## config.mk

```make
export PLATFORM = sky130hd
export DESIGN_NAME = inst_fetch
export DESIGN_NICKNAME = d
export VERILOG_FILES = /design/src/rtl/inst_fetch.sv
export SDC_FILE = /design/constraint.sdc
export NUM_CORES = 1
export LEC_CHECK = 0
export CAP_MARGIN = 20
export CORE_MARGIN = 10
export CORE_UTILIZATION = 50
export DETAILED_ROUTE_END_ITERATION = 7
export GPL_ROUTABILITY_DRIVEN = 0
export PLACE_DENSITY = 0.78
export SLEW_MARGIN = 10
export SYNTH_ARGS = -nofsm -noshare
export SYNTH_HDL_FRONTEND = slang
export SYNTH_SLANG_ARGS = --single-unit
```

## constraint.sdc

```tcl
create_clock -name clk -period 2.2 [get_ports clk]
set_input_delay 0.55 -clock clk [delete_from_list [all_inputs] [get_ports clk]]
set_output_delay 0.55 -clock clk [all_outputs]
set_load 0.02 [all_outputs]
```

## src/rtl/inst_fetch.sv

```systemverilog
// Instruction-fetch stage: owns the PC, issues one instruction-memory read at a
// time and presents {inst, pc} to decode through an IF/ID register backed by a
// one-entry skid buffer. A redirect flushes the stage and restarts fetch.
// Optional feature macro: FETCH_MISALIGN_TRAP_EN. When it is defined, a
// misaligned redirect target raises fetch_misalign and parks fetch. When it is
// undefined, the low two bits of the redirect target are forced to zero.
//
// state | meaning
// ------+--------------------------------------------------------------
// REQ   | issue a read at pc (held off while a misaligned target is parked)
// WAIT  | read outstanding; route response to output register or skid
// HOLD  | skid full, output blocked by stall; drain when stall drops
// DROP  | outstanding response belongs to a flushed path; discard it
module inst_fetch #(
    parameter logic [31:0] RESET_PC = 32'h0000_0000
) (
    input  logic        clk,
    input  logic        rst,
    output logic        imem_req,
    output logic [31:0] imem_addr,
    input  logic [31:0] imem_rdata,
    input  logic        imem_valid,
    input  logic        stall,
    input  logic        redirect,
    input  logic [31:0] redirect_pc,
    output logic        if_valid,
    output logic [31:0] if_inst,
    output logic [31:0] if_pc,
    output logic        fetch_misalign
);

    localparam logic [31:0] NOP = 32'h0000_0013;

    typedef enum logic [1:0] {S_REQ, S_WAIT, S_HOLD, S_DROP} state_t;

    state_t      state_q, state_d;
    logic [31:0] pc_q, pc_d;
    logic        if_valid_q, if_valid_d;
    logic [31:0] if_inst_q, if_inst_d;
    logic [31:0] if_pc_q, if_pc_d;
    logic        skid_valid_q, skid_valid_d;
    logic [31:0] skid_inst_q, skid_inst_d;
    logic [31:0] skid_pc_q, skid_pc_d;
    logic [31:0] redir_target;
    logic        misalign_q;

`ifdef FETCH_MISALIGN_TRAP_EN
    logic misalign_d;
    assign redir_target = redirect_pc;

    // Misalign flag: set by a misaligned redirect, cleared by an aligned one.
    always_ff @(posedge clk) begin
        if (rst) misalign_q <= 1'b0;
        else     misalign_q <= misalign_d;
    end
`else
    logic unused_redirect_lo;
    assign unused_redirect_lo = ^redirect_pc[1:0];
    assign redir_target       = {redirect_pc[31:2], 2'b00};
    assign misalign_q         = 1'b0;
`endif

    // A request in the same cycle as a redirect (or during reset) would leave
    // an orphan response after the flush, so it is suppressed.
    assign imem_req       = (state_q == S_REQ) && !misalign_q && !redirect && !rst;
    assign imem_addr      = imem_req ? pc_q : 32'h0;
    assign if_valid       = if_valid_q;
    assign if_inst        = if_inst_q;
    assign if_pc          = if_pc_q;
    assign fetch_misalign = misalign_q;

    // State, PC, output register and skid buffer.
    always_ff @(posedge clk) begin
        if (rst) begin
            state_q      <= S_REQ;
            pc_q         <= RESET_PC;
            if_valid_q   <= 1'b0;
            if_inst_q    <= NOP;
            if_pc_q      <= 32'h0;
            skid_valid_q <= 1'b0;
            skid_inst_q  <= 32'h0;
            skid_pc_q    <= 32'h0;
        end else begin
            state_q      <= state_d;
            pc_q         <= pc_d;
            if_valid_q   <= if_valid_d;
            if_inst_q    <= if_inst_d;
            if_pc_q      <= if_pc_d;
            skid_valid_q <= skid_valid_d;
            skid_inst_q  <= skid_inst_d;
            skid_pc_q    <= skid_pc_d;
        end
    end

    // Next-state: response routing, skid drain, consume, then redirect override.
    always_comb begin
        state_d      = state_q;
        pc_d         = pc_q;
        if_valid_d   = if_valid_q;
        if_inst_d    = if_inst_q;
        if_pc_d      = if_pc_q;
        skid_valid_d = skid_valid_q;
        skid_inst_d  = skid_inst_q;
        skid_pc_d    = skid_pc_q;
`ifdef FETCH_MISALIGN_TRAP_EN
        misalign_d   = misalign_q;
`endif

        if (if_valid_q && !stall) if_valid_d = 1'b0;

        case (state_q)
            S_REQ: begin
                if (!misalign_q) state_d = S_WAIT;
            end
            S_WAIT: begin
                if (imem_valid) begin
                    if (!if_valid_q || !stall) begin
                        if_inst_d  = imem_rdata;
                        if_pc_d    = pc_q;
                        if_valid_d = 1'b1;
                        pc_d       = pc_q + 32'd4;
                        state_d    = S_REQ;
                    end else begin
                        skid_inst_d  = imem_rdata;
                        skid_pc_d    = pc_q;
                        skid_valid_d = 1'b1;
                        state_d      = S_HOLD;
                    end
                end
            end
            S_HOLD: begin
                if (!stall && skid_valid_q) begin
                    if_inst_d    = skid_inst_q;
                    if_pc_d      = skid_pc_q;
                    if_valid_d   = 1'b1;
                    skid_valid_d = 1'b0;
                    pc_d         = pc_q + 32'd4;
                    state_d      = S_REQ;
                end
            end
            S_DROP: begin
                if (imem_valid) state_d = S_REQ;
            end
            default: state_d = S_REQ;
        endcase

        if (redirect) begin
            if_valid_d   = 1'b0;
            skid_valid_d = 1'b0;
            pc_d         = redir_target;
            state_d      = ((state_q == S_WAIT || state_q == S_DROP) && !imem_valid)
                           ? S_DROP : S_REQ;
`ifdef FETCH_MISALIGN_TRAP_EN
            misalign_d   = |redirect_pc[1:0];
`endif
        end
    end

endmodule
```

==> results.md, run 1 <==
* Final Instance Area at between 10000 and 15000 µm²
* Cells on worst reg2reg path at 8
* Logic pwr share at 0.160
* Worst-path fanout max at 5
* First-pass GRT wire length at between 30000 and 40000 µm
* Rel. slew slack at 0.390
* Iter 0 DRT Violations at 450
* Layout cells sized above 1 at 0.186
* IO Port Bufs at 160
* Area of the core at approximately 14000 µm²
* Peak VDD IR at around 0.54 mV
* Clk root buf: clkbuf_16
* Largest net degree at the start of global routing at 87
* Dpl hpwl at about 14000 µm
* Synth Cell Area at 7170 µm²
* Via count at 6663
* HP Class: register to register
* Register area share after synthesis at 0.441
* Sink Count at around 160
* Internal at ~5.3 mW
* Initial antenna violation count at 1
* # IOs at approximately 170
* Count of hold-fix buffers inserted at cts at 0
* Commonest non-fill, non-tap cell in the layout: dfxtp_1
* All-Layer GR Usage at 0.203
* Worst Max-Slew Pin Slew at ~0.92 ns
* FP Rows at 43
* Vias per cell at between 5 and 6
* Post-route ant nets at 0
* Nets@finish at about 1100
* Worst hold stages at 2
* Area leader, netlist: dfxtp_1
* Htree depth at 4
* Failing checks: setup timing
* P per Cell Area at 700 nW/µm²
* Final Util at 0.727
* Max Cap Viol at 0
* Clk_skew at just under 0.008 ns
* Pins Over Slew Limit at 0
* Crit. End Element: primary output
* EDFF count, synth at 0
* Final hold violations at 0
* Outcome: finished with violations
* Drt wl/cell at approximately 18 µm
* Top post-synthesis cells by area: dfxtp_1 (44%), a211oi_1 (8.3%), mux2i_1 (8.2%)
* Max clock buf depth at 2
* Leak at 3.55 nW
* Sequential share of power at 0.435
* Syn Area/Cell at between 8 and 9 µm²
* #FFs+latches synth at ~160
* Worst EP required at roughly 1.7 ns
* Ys Warns at 0
* Final setup violation count at 1
* NetSw at 1.78 mW
* Crit path time final at 2.20 ns
* Cell area after placement at about 9200 µm²
* Area delta synth->final at 42.0%
* Vias in the first global route at around 6400
* Yosys cell types at 55
* Final Cycle Share at 1.00
* Prevailing post-synth register cell: dfxtp_1
* Min Hold Slack at around 0.45 ns
* GRT Residual Overflow at 0
* Fill count at 1055
* DRC at 0
* Clock network power share at 0.405
* Max Fclk at around 450 MHz
* CTS tree: built
* Final wirelength at roughly 21000 µm
* Total iterations of the first detailed-routing run at 5
* Clock latency on the worst-skew pair at between 0.4 and 0.5 ns
* Pwr Total at approximately 7.1 mW
* Chip width at approximately 140 µm
* Gate Count Post-Synth at around 850
* Share of the synthesized area in the top cell type at 0.441
* Critical Path AT at ~1.7 ns
* Async SR Flop Fraction at 0
* Nature of the critical path startpoint: register
* Overall die height at roughly 140 µm
* Die area at around 20000 µm²
* Starting Density at 0.512
* Commonest cells after routing, fill and taps aside: dfxtp_1 (156), nand2_1 (135), clkdlybuf4s50_1 (127), nor2_1 (90), a211oi_1 (79)
* Worst setup path class: register to primary output
* RSZ-0062 raised after global routing: true
* Clock slew at reported path FFs at around 0.06 ns
* Num CTS Buffers at 17
* Switching share of power at 0.250
* Final WS setup at -0.00160 ns
==> cell families (layout without fill, tap and decap cells) <==
logic type | Yosys count | count (layout) | synth area share
simple gates | 317 | 317 | 0.203
compound gates | 199 | 200 | 0.192
flops | 158 | 158 | 0.441
buf+inv | 94 | 274 | 0.0574
mux | 59 | 59 | 0.0824
xor+xnor | 12 | 12 | 0.0147
fa+ha+maj | 5 | 5 | 0.00873
other cells | 1 | 6 | 0.000523
==> registers in the layout, summed over array words and instances, names as in the netlist <==
signal,cells
if_inst,32
skid_inst_q,32
if_pc,30
pc_q,30
skid_pc_q,30
state_q,2
if_valid,1
skid_valid_q,1
==> critical path, cell delays in order, from the launching register on <==
cell,delay [ns]
dfxtp_2,0.32
inv_2,0.07
ha_4,0.14
inv_4,0.04
nor2_4,0.13
buf_6,0.16
buf_16,0.13
and2_4,0.14
buf_6,0.11
==> final timing paths <==
check	from	end	slack, ns
setup reg to reg	state_q[0]	pc_q[30]	0.06
hold reg to reg	skid_pc_q[16]	skid_pc_q[16]	0.45
setup / recovery	state_q[1]	imem_addr[18]	-0.002
hold / removal	skid_pc_q[16]	skid_pc_q[16]	0.45
==> layer usage <==
layer | track usage | routed length, µm | part of all wire | up-vias
li1 | - | - | - | 3301
met4 | 0.0745 | 401 | 0.019 | 2
met1 | 0.234 | 8560 | 0.40 | 3129
met3 | 0.0640 | 1610 | 0.076 | 36
met2 | 0.344 | 10700 | 0.50 | 195
met5 | 0 | 9 | 0.00042 | -
==> Yosys cell counts (4+ instances only) <==
cell type  number
dfxtp_1       158
nand2_1       137
nor2_1         91
a211oi_1       79
a21oi_1        67
mux2i_1        59
clkbuf_1       50
and2_1         30
inv_1          16
xor2_1         11
a311oi_1        9
and4_1          9
buf_2           9
buf_1           8
nand3_1         8
o21ai_0         8
a2111oi_0       6
buf_4           6
and3_1          5
ha_1            5
nor2b_1         5
o211ai_1        5
or3_1           5
nor3_1          4
==> stage by stage <==
step / setup WS, ns / TNS, ns / cells
final: -0.00160 / -0.00160 / 1211
after global routing: -0.0605 / -0.878 / 1210
after CTS: -0.0775 / -1.24 / 1207
after detailed placement: -0.744 / -39.50 / 1168
after global placement: -0.712 / -37.12 / 1168
after floorplan: 0.0457 / 0 / 849
==> power groups by stage <==
stage	clock network [mW]	logic [mW]	registers, mW
after floorplan	0	0.455	3.22
after global placement	0	1.02	3.15
after detailed placement	0	1.03	3.15
after CTS	2.94	1.12	3.09
after global routing	3.05	1.23	3.11
final	2.89	1.14	3.10
==> repair_timing <==
| item | 4_1_cts | 5_1_grt |
|---|---|---|
| cloned | 3 | 1 |
| pin swaps | 3 | 14 |
| gates resized for setup | 203 | 51 |
| buffers inserted | 7 | 6 |
| setup endpoints to repair | 31 | 48 |
==> final cells by class <==
class / instances / area (µm²) / area share
tap: 180 / 225 / 0.0221
sequential: 158 / 3170 / 0.311
multi-input combinational: 598 / 3810 / 0.375
clock inverter: 7 / 115 / 0.0113
antenna: 1 / 2.50 / 0.000246
clock buffer: 22 / 454 / 0.0446
timing repair buffer: 229 / 2340 / 0.230
inverter: 16 / 62.6 / 0.00615
No activity file was read; power rests on OpenSTA's default activity.
==> inputs of run 2 (changes only) <==
--- a/config.mk
+++ b/config.mk
@@ -5,11 +5,13 @@
 export SDC_FILE = /design/constraint.sdc
 export NUM_CORES = 1
 export LEC_CHECK = 0
+export ABC_AREA = 0
 export CAP_MARGIN = 20
 export CORE_MARGIN = 10
 export CORE_UTILIZATION = 50
 export DETAILED_ROUTE_END_ITERATION = 7
 export GPL_ROUTABILITY_DRIVEN = 0
+export GPL_TIMING_DRIVEN = 0
 export PLACE_DENSITY = 0.78
 export SLEW_MARGIN = 10
 export SYNTH_ARGS = -nofsm -noshare
==> run 2 against run 1 <==
Compared with the run above:
- the run still ends with setup timing left
- via count rose by 3.3%
- wire length rose by 4.9%
- critical path depth did not move
- combinational power barely moved
- maximum frequency fell by 1.6%
- utilization fell by 0.81 points
- worst hold slack barely moved
- worst setup slack got worse by 0.035 ns
- sequential cell count did not move
- final cell count rose by 2.3%
- clock power rose by 1%
- sequential share of layout area rose by 0.35 points
- critical path type unchanged
- largest cell class unchanged
==> results.md, run 2 (synthesis gave the netlist of run 1 again) <==
* FP Rows at 43 (unchanged)
* # diodes at 0 (-1)
* Final hold violations at 0 (unchanged)
* IO Port Bufs at 160 (unchanged)
* Worst Max-Slew Pin Slew at 0.805 ns (-0.110 ns)
* Final setup violation count at 21 (+20)
* Critical Path AT at 1.69 ns (+0.04 ns)
* Min Hold Slack at 0.452 ns (-0.00000100 ns)
* Outcome: finished with violations
* Drt wl/cell at 18.0 µm (+2.5%)
* Final Cycle Share at 1.02 (+0.0158)
* Placed insts at 1189 (+1.8%)
* Cell area after placement at 9010 µm² (-2.3%)
* Leak at 3.54 nW (-0.26%)
* # IOs at 168 (unchanged)
* Failing checks: setup timing
* Layout cells sized above 1 at 0.178 (-0.00794)
* Max Cap Viol at 0 (unchanged)
* Max clock buf depth at 2 (unchanged)
* Vias per cell at 5.55 (+0.94%)
* Largest net degree at the start of global routing at 17 (-80%)
* Final Instance Area at 10100 µm² (-1.1%)
* Overall die height at 140 µm (unchanged)
* HP Class: register to register
* RSZ-0062 raised after global routing: true
* Pwr Total at 7.16 mW (+0.49%)
* Htree depth at 4 (unchanged)
* Non-Filler Instances at 1239 (+2.3%)
* Clk root buf: clkbuf_16
* Final wirelength at 22300 µm (+4.9%)
* Worst-path fanout max at 5 (unchanged)
* Starting Density at 0.512 (unchanged)
* Initial antenna violation count at 1 (unchanged)
* Commonest cells after routing, fill and taps aside: dfxtp_1 (156), nand2_1 (135), clkdlybuf4s50_1 (125), nor2_1 (89), a211oi_1 (79)
* Peak VDD IR at 0.460 mV (-15%)
* Total iterations of the first detailed-routing run at 5 (unchanged)
* First-pass GRT wire length at 34800 µm (+5.2%)
* All-Layer GR Usage at 0.215 (+0.0124)
* Clock latency on the worst-skew pair at 0.43 ns (about the same)
* CTS tree: built
* Crit. End Element: primary output
* Rel. slew slack at 0.463 (+0.0734)
* Clk_skew at 0.00914 ns (+0.00141 ns)
* Pins Over Slew Limit at 0 (unchanged)
* Crit path time final at 2.24 ns (+0.0349 ns)
* Iter 0 DRT Violations at 492 (+9.3%)
* Area delta synth->final at 40.4%
* Via count at 6881 (+3.3%)
* Commonest non-fill, non-tap cell in the layout: dfxtp_1
* DRC at 0 (unchanged)
* Area of the core at 14000 µm² (unchanged)
* Max Fclk at 447 MHz (-1.6%)
* GRT Residual Overflow at 0 (unchanged)
* P per Cell Area at 711 nW/µm² (+1.6%)
* Nature of the critical path startpoint: register
* Post-route ant nets at 0 (unchanged)
* Die area at 19500 µm² (unchanged)
* Worst EP required at 1.65 ns (about the same)
* Chip width at 140 µm (unchanged)
* Clock slew at reported path FFs at 0.06 ns (about the same)
* Worst setup path class: register to primary output
* Dpl hpwl at 15500 µm (+13%)
* Nets@finish at 1120 (+2.4%)
* Vias in the first global route at 6486 (+1.4%)
* Num CTS Buffers at 17 (unchanged)
* Sink Count at 158 (unchanged)
* Final WS setup at -0.0365 ns (-0.0349 ns)
[run 2: changes by cell type in the layout (fill, tap and decap cells not counted), sizes merged, moves of 2 or more]
cell / previous run / this run
clkbuf: 22 / 75
buf: 100 / 77
clkdlybuf4s15: 2 / 0
clkdlybuf4s50: 127 / 125
clkinv: 2 / 4
dlymetal6s2s: 0 / 2
[run 2: worst paths after layout]
check / cells past startpoint / startpoint / endpoint / slack, ns
setup / recovery: 8 / state_q[0] / imem_addr[29] / -0.04
hold / removal: 2 / skid_pc_q[7] / skid_pc_q[7] / 0.45
hold reg to reg: 2 / skid_pc_q[7] / skid_pc_q[7] / 0.45
setup reg to reg: 8 / state_q[0] / pc_q[26] / -0.02
[run 2: report_power, final]
part / switching [mW] / leakage [nW] / total (mW) / internal, mW
Combinational: 0.590 / 1.97 / 1.13 / 0.542
Sequential: 0.109 / 1.29 / 3.09 / 2.98
Clock: 1.17 / 0.279 / 2.93 / 1.76
Total: 1.87 / 3.54 / 7.16 / 5.29
[run 2: repair_timing]
action,in CTS,in global routing
hold buffers,0,0
resized for setup,256,46
pin swaps,2,8
endpoints found under the setup margin,181,177
cloned,3,1
buffers inserted,7,9
[run 2: stage by stage]
stage	worst slack, ns	setup TNS [ns]	utilization
final	-0.0365	-0.401	0.719
after global routing	-0.107	-2.11	0.719
after CTS	-0.0868	-1.25	0.704
after detailed placement	-1.41	-125.04	0.644
after global placement	-1.38	-120.92	0.644
after floorplan	0.0457	0	-
[run 2: cell type report]
| cell class | count | area, µm² |
|---|---|---|
| plain buffers | 77 | 413 |
| clock buffers | 23 | 478 |
| clock inverters | 9 | 110 |
| fillers | 1124 | 3930 |
| inverters | 16 | 62.6 |
| multi-input cells | 597 | 3800 |
| flip-flops and latches | 158 | 3170 |
| well taps | 180 | 225 |
| repair buffers | 179 | 1810 |
[run 2: critical path, stage by stage, from the launching register on]
cell      delay [ns]
dfxtp_2         0.34
inv_2           0.08
ha_4            0.14
inv_4           0.04
nor2_4          0.14
buf_6           0.14
clkbuf_8        0.14
and2_4          0.14
buf_6           0.11
[run 2: routing by layer]
layer	vias up	global-route usage	wire, µm
met5	-	0	9
met3	35	0.0592	1650
li1	3361	-	-
met2	236	0.358	11000
met4	2	0.0690	360
met1	3247	0.264	9350
==> inputs of run 3 (changes only) <==
--- a/config.mk
+++ b/config.mk
@@ -6,13 +6,14 @@
 export NUM_CORES = 1
 export LEC_CHECK = 0
 export ABC_AREA = 0
-export CAP_MARGIN = 20
+export CAP_MARGIN = 30
 export CORE_MARGIN = 10
-export CORE_UTILIZATION = 50
+export CORE_UTILIZATION = 54
 export DETAILED_ROUTE_END_ITERATION = 7
 export GPL_ROUTABILITY_DRIVEN = 0
 export GPL_TIMING_DRIVEN = 0
-export PLACE_DENSITY = 0.78
+export PLACE_DENSITY = 0.84
+export SKIP_LAST_GASP = 1
 export SLEW_MARGIN = 10
 export SYNTH_ARGS = -nofsm -noshare
 export SYNTH_HDL_FRONTEND = slang
==> constraint.sdc (replaced) <==
create_clock -name clk -period 2.6 [get_ports clk]
set_input_delay 0.65 -clock clk [delete_from_list [all_inputs] [get_ports clk]]
set_output_delay 0.65 -clock clk [all_outputs]
set_load 0.02 [all_outputs]
==> run 3 against run 2 <==
Compared with the run above:
- the flow now finishes without violations
- non-clock buffer count fell by 16
- sequential share of layout area rose by 1.8 points
- clock skew fell by 0.0022 ns
- global-route usage rose by 1.8 points
- combinational power fell by 24%
- sequential cell count did not move
- worst hold slack improved by 0.0017 ns
- total power fell by 17%
==> results.md, run 3 (synthesis gave the netlist of run 1 again) <==
* Outcome: finished clean
* Switching share of power at 0.254 (-0.00770)
* Vias in the first global route at 6620 (+2.1%)
* Worst setup path class: primary input to register
* Total iterations of the first detailed-routing run at 5 (unchanged)
* First-pass GRT wire length at 34200 µm (-1.6%)
* Logic pwr share at 0.145 (-0.013)
* FP Rows at 42 (-2.3%)
* Nets@finish at 1104 (-1.4%)
* Worst-path fanout max at 10 (+5)
* Via count at 6863 (-0.26%)
* Area of the core at 13100 µm² (-6.1%)
* Cells on worst reg2reg path at 8 (unchanged)
* Pins Over Slew Limit at 0 (unchanged)
* Sink Count at 158 (unchanged)
* Fill count at 1040 (-7.5%)
* Final Cycle Share at 0.974
* Leak at 3.32 nW (-6.2%)
* Starting Density at 0.546 (+0.0332)
* Worst R2R Setup Slack at 0.12 ns (+0.14 ns)
* Final hold violations at 0 (unchanged)
* Layout cells sized above 1 at 0.108 (-0.0707)
* Max clock buf depth at 2 (unchanged)
* Clock latency on the worst-skew pair at 0.42 ns (about the same)
* P per Cell Area at 624 nW/µm² (-12%)
* Rel. slew slack at 0.476 (+0.0126)
* Area of the multi-input gates at 3620 µm² (-4.6%)
* Max Cap Viol at 0 (unchanged)
* Clk_skew at 0.00695 ns (-0.00219 ns)
* Worst hold stages at 2 (unchanged)
* Crit. End Element: register
* All-Layer GR Usage at 0.233 (+0.0180)
* Chip width at 135 µm (-3.2%)
* Max Fclk at 395 MHz
* Cell area after placement at 9000 µm² (about the same)
* Non-Filler Instances at 1216 (-1.9%)
* Sequential share of power at 0.441 (+0.009)
* Worst Max-Slew Pin Slew at 0.786 ns (-0.0189 ns)
* Commonest cells after routing, fill and taps aside: dfxtp_1 (158), nand2_1 (137), clkdlybuf4s50_1 (127), nor2_1 (90), a211oi_1 (79)
* Nature of the critical path startpoint: primary input
* Dpl hpwl at 15600 µm (+0.81%)
* Final Instance Area at 9520 µm² (-5.4%)
* Initial antenna violation count at 2 (+1)
* DRC at 0 (unchanged)
* Vias per cell at 5.64 (+1.6%)
* CTS tree: built
* Drt wl/cell at 17.9 µm (-0.55%)
* GRT Residual Overflow at 0 (unchanged)
* Htree depth at 4 (unchanged)
* IO Port Bufs at 160 (unchanged)
* Largest net degree at the start of global routing at 17 (unchanged)
* Overall die height at 135 µm (-3.2%)
* Final wirelength at 21800 µm (-2.4%)
* Clock network power share at 0.414 (+0.004)
* Storage cell area at 3160 µm² (about the same)
* Clock slew at reported path FFs at 0.06 ns (about the same)
* Final setup violation count at 0 (-100%)
* Area delta synth->final at 32.8%
* Placed insts at 1185 (-0.34%)
* Worst EP required at 2.92 ns (+1.27 ns)
* Critical Path AT at 2.85 ns (+1.16 ns)
* Internal at 4.43 mW (-16%)
* Worst r2r src: state_q[0]
* NetSw at 1.51 mW (-20%)
* Peak VDD IR at 0.486 mV (+5.7%)
* Iter 0 DRT Violations at 534 (+8.5%)
* Clk root buf: clkbuf_16
* Num CTS Buffers at 17 (unchanged)
* RSZ-0062 raised after global routing: true
* Post-route ant nets at 0 (unchanged)
* RR Endpoint: if_inst[15]
* Commonest non-fill, non-tap cell in the layout: dfxtp_1
* Crit path time final at approximately 2.5 ns
* Die area at 18300 µm² (-6.4%)
* Min-delay src: skid_pc_q[24]
* # IOs at 168 (unchanged)
* HP Class: register to register
* Hold endpoint: skid_pc_q[24]
## run 3: cell types whose count changed in the layout (fill, tap and decap cells not counted), sizes merged, moves of 2 or more
cell and change:
clkdlybuf4s50 +2, clkbuf -2, dlygate4sd2 +2, dlymetal6s2s -2
clkinvlp -2, buf -19
## run 3: area by class of cell
type	instances	area share
Sequential cell	158	0.332
Timing Repair Buffer	163	0.157
Antenna cell	1	0.000263
Inverter	16	0.00631
Clock inverter	7	0.0122
Buffer	77	0.0409
Tap cell	176	0.0231
Clock buffer	21	0.0473
Multi-Input combinational cell	597	0.381
## run 3: worst max-delay path, cell delays in order
cell and delay, ns:
dlygate4sd2_1 0.26, clkbuf_1 0.24, inv_1 0.30, clkbuf_1 0.45, clkbuf_1 0.56, nor2_1 0.11, a311oi_1 0.26
## run 3: power groups by stage
| stage | Clock, mW | Sequential (mW) | Combinational, mW |
|---|---|---|---|
| floorplan | 0 | 2.73 | 0.384 |
| global placement | 0 | 2.66 | 0.845 |
| detailed placement | 0 | 2.67 | 0.854 |
| CTS | 2.47 | 2.61 | 0.862 |
| global route | 2.56 | 2.63 | 0.931 |
| finish | 2.46 | 2.62 | 0.863 |
## run 3: timing repair
action | 4_1_cts | 5_1_grt
buffers inserted | 3 | 0
pin swaps | 2 | 0
hold endpoints to repair | 0 | 0
resized for setup | 148 | 19
endpoints found under the setup margin | 32 | 80
hold buffers | 0 | 0
## run 3: stage by stage
stage                     utilization  hold WS, ns  setup WS (ns)  power [mW]  setup TNS (ns)
after floorplan                     -        0.436         0.0994        3.11               0
after global placement          0.685        0.441          -1.11        3.51          -64.53
after detailed placement        0.685        0.447          -1.10        3.52          -69.39
after CTS                       0.724        0.455         0.0246        5.94               0
after global routing            0.725        0.470        -0.0494        6.12         -0.0494
final                           0.725        0.454         0.0670        5.94               0
## run 3: worst max-delay path by stage
stage	start	endpoint	slack (ns)
2_1_floorplan	redirect	imem_addr[22]	0.1
4_1_cts	state_q[0]	imem_addr[29]	0.02
6_report	redirect	pc_q[28]	0.07
5_1_grt	imem_valid	pc_q[13]	-0.05
3_3_place_gp	redirect	imem_addr[31]	-1.11
3_5_place_dp	redirect	imem_addr[2]	-1.10
## run 3: layer usage
layer  vias to the layer above  global-route usage  part of all wire
li1                       3315                   -                 -
met1                      3251               0.274              0.41
met2                       241               0.383              0.48
met3                        56              0.0682             0.080
met4                         0               0.112             0.034
met5                         -                   0                 0
